--- src/rtl/rom_bank_arbiter.sv ---
// rom_bank_arbiter: cartridge ROM bank mapper sharing four macros with a debug reader.
// Define BANK_SWITCH_EN to enable hotspot bank switching at offsets 0xFF6..0xFF9.
module rom_bank_arbiter #(
    parameter logic [1:0] RESET_BANK = 2'd0
) (
    input  logic        clk,
    input  logic        rst_n,
    input  logic        cpu_valid,
    input  logic [12:0] cpu_addr,
    output logic [7:0]  cpu_rdata,
    output logic        cpu_rvalid,
    input  logic        dbg_req,
    input  logic [13:0] dbg_addr,
    output logic        dbg_ack,
    output logic [7:0]  dbg_data,
    output logic [1:0]  bank,
    output logic [11:0] rom_addr0,
    output logic [11:0] rom_addr1,
    output logic [11:0] rom_addr2,
    output logic [11:0] rom_addr3,
    input  logic [7:0]  rom_q0,
    input  logic [7:0]  rom_q1,
    input  logic [7:0]  rom_q2,
    input  logic [7:0]  rom_q3
);

    typedef enum logic [1:0] {
        S_IDLE,
        S_WAIT,
        S_READ,
        S_DONE
    } dbg_state_t;

    dbg_state_t  state;
    logic [13:0] dbg_addr_q;
    logic [1:0]  dbg_macro;
    logic [11:0] dbg_off;
    logic        cart;
    logic        grant;
    logic [7:0]  q_mux    [4];
    logic [11:0] addr_mux [4];

    assign q_mux[0] = rom_q0;
    assign q_mux[1] = rom_q1;
    assign q_mux[2] = rom_q2;
    assign q_mux[3] = rom_q3;

    assign cart      = cpu_valid & cpu_addr[12];
    assign dbg_macro = dbg_addr_q[13:12];
    assign dbg_off   = dbg_addr_q[11:0];

    // The CPU owns its bank macro; debug only uses a macro the CPU leaves idle.
    assign grant = (state == S_WAIT) &&
                   (!cart || (dbg_macro != bank));

    always_comb begin
        for (int i = 0; i < 4; i++) begin
            addr_mux[i] = 12'h000;
        end
        if (cart) begin
            addr_mux[bank] = cpu_addr[11:0];
        end
        if (grant) begin
            addr_mux[dbg_macro] = dbg_off;
        end
    end

    assign rom_addr0 = addr_mux[0];
    assign rom_addr1 = addr_mux[1];
    assign rom_addr2 = addr_mux[2];
    assign rom_addr3 = addr_mux[3];

    always_ff @(posedge clk or negedge rst_n) begin
        if (!rst_n) begin
            cpu_rdata  <= 8'h00;
            cpu_rvalid <= 1'b0;
        end else begin
            cpu_rvalid <= cart;
            if (cart) begin
                cpu_rdata <= q_mux[bank];
            end
        end
    end

`ifdef BANK_SWITCH_EN
    logic       hot;
    logic [1:0] hot_bank;

    assign hot = cart &&
                 (cpu_addr[11:0] >= 12'hFF6) &&
                 (cpu_addr[11:0] <= 12'hFF9);

    // 0xFF6..0xFF9 map to banks 0..3 by the two low address bits.
    assign hot_bank = cpu_addr[1:0] + 2'd2;

    always_ff @(posedge clk or negedge rst_n) begin
        if (!rst_n) begin
            bank <= RESET_BANK;
        end else if (hot) begin
            bank <= hot_bank;
        end
    end
`else
    assign bank = RESET_BANK;
`endif

    always_ff @(posedge clk or negedge rst_n) begin
        if (!rst_n) begin
            state      <= S_IDLE;
            dbg_addr_q <= 14'h0000;
            dbg_data   <= 8'h00;
            dbg_ack    <= 1'b0;
        end else begin
            unique case (state)
                S_IDLE: begin
                    if (dbg_req) begin
                        dbg_addr_q <= dbg_addr;
                        state      <= S_WAIT;
                    end
                end
                S_WAIT: begin
                    if (grant) begin
                        dbg_data <= q_mux[dbg_macro];
                        state    <= S_READ;
                    end
                end
                S_READ: begin
                    dbg_ack <= 1'b1;
                    state   <= S_DONE;
                end
                S_DONE: begin
                    if (!dbg_req) begin
                        dbg_ack <= 1'b0;
                        state   <= S_IDLE;
                    end
                end
                default: begin
                    state <= S_IDLE;
                end
            endcase
        end
    end

endmodule

--- config.mk ---
export PLATFORM = sky130hd
export DESIGN_NAME = rom_bank_arbiter
export DESIGN_NICKNAME = d
export VERILOG_FILES = /design/src/rtl/rom_bank_arbiter.sv
export SDC_FILE = /design/constraint.sdc
export NUM_CORES = 1
export LEC_CHECK = 0
export ABC_AREA = 1
export BUFFER_PORTS_ARGS = -buffer_cell sky130_fd_sc_hd__buf_2
export CAP_MARGIN = 15
export CORE_MARGIN = 2
export CORE_UTILIZATION = 49
export CTS_BUF_LIST = sky130_fd_sc_hd__clkbuf_4
export CTS_CLUSTER_SIZE = 24
export DETAILED_ROUTE_END_ITERATION = 10
export PLACE_DENSITY = 0.95
export RECOVER_POWER = 50
export SETUP_SLACK_MARGIN = 0.5
export SYNTH_ARGS = -nofsm -noshare
export SYNTH_HDL_FRONTEND = slang
export SYNTH_SLANG_ARGS = --single-unit
--- constraint.sdc ---
create_clock -name clk -period 2.7 [get_ports clk]
set_input_delay 0.54 -clock clk [delete_from_list [all_inputs] [get_ports clk]]
set_output_delay 0.54 -clock clk [all_outputs]
set_load 0.05 [all_outputs]
==> metrics.log <==
[metrics] maximum clock path buffer count: 2
[metrics] post-synth top area cell: dfrtp_1
[metrics] worst-path cell chain: nor2_1 > buf_6 > nand4_1 > nand2_1 > buf_4
[metrics] P_int: 1550 uW
[metrics] #FFs+latches synth: 34
[metrics] first-pass GRT wire length: 11.21 mm
[metrics] max-capacitance violation count: 1
[metrics] final routed wirelength across all metal layers: 7.855 mm
[metrics] share of post-route cells with drive strength above 1: 34.12%
[metrics] H-Tree Level Count: 2
[metrics] critical path capture point: rom_addr0[0]
[metrics] CP arrival: 1.80 ns
[metrics] number of flops mapped to enable cells by yosys: 0
[metrics] final hold violation count: 0
[metrics] Rel. slew slack: -20.64%
[metrics] Final Hold Slack: 0.4020 ns
[metrics] sum of net half-perimeters after detailed placement: slightly below 5 mm
[metrics] Clock Sinks: 34
[metrics] Hold Path Origin: rom_q0[1]
[metrics] TritonCTS clock tree: done
[metrics] instance count of the mapped netlist: around 330
[metrics] initial antenna violation count: 0
[metrics] final global-route overflow total: 0
[metrics] reg-to-reg critical path startpoint: state[0]$_DFFE_PN0P_
[metrics] sort of element at the start of the critical path: register
[metrics] Peak Freq: approximately 430 MHz
[metrics] worst setup path startpoint: dbg_addr_q[12]$_DFFE_PN0P_
[metrics] Least-Margin Pin Slew: 1.810 ns
[metrics] chip height: 72.58 um
[metrics] Area Overhead vs Synth: 43.87%
[metrics] count of final max-slew check failures: 35
[metrics] reg-to-reg setup timing slack: 0.86 ns
[metrics] via count of the routed design: 2785
[metrics] Buf+Inv Stages, Crit Path: 2
[metrics] residual antenna-violating net count after detailed routing: 0
[metrics] cell count along the critical path: 5
[metrics] first drt pass iteration count: 5
[metrics] violated checks: max-capacitance violations, max-slew violations
[metrics] outcome: finished, violations left
[metrics] maximum fanout along the worst path: 13
[metrics] Nets: roughly 530
[metrics] Initial Utilization: 51.86%
[metrics] static leakage: 0.002111 uW
[metrics] total CTS buffers: 5
[metrics] area fraction of the dominant cell type after synthesis: 36.92%
[metrics] standard-cell row count: 24
[metrics] Worst IR Drop VDD: 0.6140 mV
[metrics] power density over the cells: ~1100 nW/um2
[metrics] net switching component of the power: slightly above 2000 uW
[metrics] clk slew on worst S/H paths: 0.10 ns
[metrics] share of total power in sequential cells: 26.2%
[metrics] top area cells in the synthesized netlist: dfrtp_1, nand2_1, nand3_1
[metrics] most used standard cell by instance count after synthesis: nand2_1
[metrics] Post-Route Skew: 0.009248 ns
[metrics] global placer's final weighted congestion: 0.9018
[metrics] number of warnings printed during yosys synthesis: 0
[metrics] Distinct cells, synth: 24
[metrics] total I/O pin count: 131
[metrics] proportion of synthesized flip-flops having asynchronous set or reset: between 90% and 100%
[metrics] via count of the first global-routing pass: 2507
[metrics] RSZ-0062 raised after global routing: true
[metrics] number of cell instances on the worst register-to-register path: 4
[metrics] power share of the clock group: between 8 and 9%
[metrics] endpoint of the worst register-to-register path: dbg_addr_q[8]$_DFFE_PN0P_
[metrics] placeable core region: 4444 um2
[metrics] WP data required: 2.16 ns
[metrics] DRC violations left: 0
[metrics] width of the chip: 72.58 um
[metrics] switching part of the total: 56.80%
[metrics] final critical-path share of the clock period: 86.84%
[metrics] Total Die Area: 5268 um2
[metrics] Syn Std Cell Area: 2305 um2
[metrics] Via density: ~5.4
[metrics] min cycle time layout: 2.345 ns
[metrics] syn avg cell area: between 6 and 7 um2
[metrics] # port buffers: 128
[metrics] worst min-delay path category: in -> reg
[metrics] post-cts hold buffer count: 0
[metrics] global routing usage summed across all routing layers: ~27%
[metrics] critical path type: reg -> out
[metrics] most instantiated cells after synthesis: nand2_1, inv_1, nand3_1
[metrics] cell at the root of the clock tree: clkbuf_4
[metrics] prevailing post-synth register cell: dfrtp_1
[metrics] critical path capture point type: output pin
[metrics] maximum number of pins on one net before global-route repair: 35
[metrics] cell at the slowest stage of the critical path: dfrtp_1
[metrics] setup violation total in the final timing report: 0
[metrics] post-DR wirelength/cell: 15.16 um
[metrics] Fillers: 332
[metrics] sequential cell area fraction in the yosys report: ~37%
[metrics] cell class contributing the biggest share of worst-path delay: simple AND/OR/NAND/NOR gates
[metrics] post-layout total power: 3589 uW
[metrics] first-iteration detailed-routing DRC count: 275
[metrics] clock insertion delay at the later pin of the skew report: 0.35 ns
[metrics] share of power burned in combinational logic: 65.5%
[metrics] diode count: 0
[metrics] crit-path max cell delay: between 0.4 and 0.5 ns
[metrics] final setup TNS: 0 ns
## final cells by class
cell class	count	area (um2)	share of cell area [%]
timing repair buffer	139	954.7	28.79
sequential	34	852.1	25.70
inverter	44	181.4	5.472
timing repair inverter	3	31.28	0.9434
clock buffer	6	45.04	1.358
multi-input combinational	238	1172	35.36
clock inverter	2	13.76	0.4151
tap	52	65.06	1.962
## state kept, by name, summed over array words and instances (netlist names)
| register | flops |
|---|---|
| state | 2 |
| dbg_data | 8 |
| dbg_addr_q | 14 |
| dbg_ack | 1 |
| cpu_rdata | 8 |
| cpu_rvalid | 1 |
## kinds of logic (layout without fill, tap and decap cells)
| family | Yosys count | after routing | synth area share [%] |
|---|---|---|---|
| AND/OR/NAND/NOR | 214 | 215 | 39.47 |
| flip-flops | 34 | 34 | 36.92 |
| buffers and inverters | 64 | 194 | 14.01 |
| adder cells (fa/ha/maj) | 5 | 5 | 2.714 |
| other | 1 | 2 | 0.1627 |
| multiplexers | 12 | 12 | 5.863 |
| AO/OA/AOI/OAI | 4 | 4 | 0.8687 |
## worst min path at each step
stage,cells after the start,to
floorplan,0,cpu_rdata[0]$_DFFE_PN0N_
global placement,2,cpu_rdata[4]$_DFFE_PN0N_
detailed placement,2,dbg_data[5]$_DFFE_PN0P_
CTS,1,dbg_data[5]$_DFFE_PN0P_
global route,2,dbg_addr_q[2]$_DFFE_PN0P_
finish,3,cpu_rdata[1]$_DFFE_PN0N_
## cell usage in the layout (no fill, tap or decap), types with 2 or more instances in the layout
| cell type | n |
|---|---|
| clkbuf_4 | 6 |
| nor2_4 | 3 |
| o21ai_0 | 2 |
| nand4_1 | 12 |
| conb_1 | 2 |
| inv_1 | 39 |
| inv_8 | 2 |
| mux2_2 | 12 |
| buf_4 | 23 |
| dfrtp_1 | 33 |
| clkbuf_1 | 16 |
| a21oi_1 | 2 |
| clkinv_2 | 2 |
| nor2_1 | 3 |
| buf_6 | 33 |
| buf_2 | 66 |
| inv_2 | 2 |
| nand3_1 | 39 |
| ha_1 | 4 |
| nand2_1 | 155 |
## metal layers
| metal | vias to the layer above | share of wire [%] | track usage, % |
|---|---|---|---|
| li1 | 1293 | - | - |
| met1 | 1272 | 36 | 32.92 |
| met2 | 181 | 51 | 46.26 |
| met3 | 39 | 9.0 | 6.492 |
| met4 | 0 | 3.7 | 12.55 |
| met5 | - | 0 | 0 |
## stage by stage
stage	setup WS, ns	std cells	util (%)	instance area [um2]
after floorplan	0.6618	335	-	2308
after global placement	0.4749	500	65.23	2899
after detailed placement	0.4359	500	65.23	2899
after CTS	0.5574	513	72.24	3211
after global routing	0.2725	518	74.61	3316
final	0.3552	518	74.61	3316
## worst register-to-register path, stage by stage, from the launching register on
cell     delay (ns)
dfrtp_1        0.47
inv_1          0.12
ha_1           0.22
nand2_1        0.51
mux2_2         0.41
## what timing repair did
item	CTS	global route
setup endpoints to repair	48	39
endpoints found under the hold margin	0	0
cloned	2	2
pin swaps	1	2
setup buffers	3	3
gates resized for setup	74	24
## power by group through the flow
stage                     registers [uW]  clock network, uW  logic, uW
final                                939                299       2350
after global routing                 965                323       2510
after CTS                            935                300       2190
after detailed placement             950                  0       1940
after global placement               936                  0       1900
after floorplan                     1130                  0       1410
Note: power is estimated with default switching activity, not from simulation.
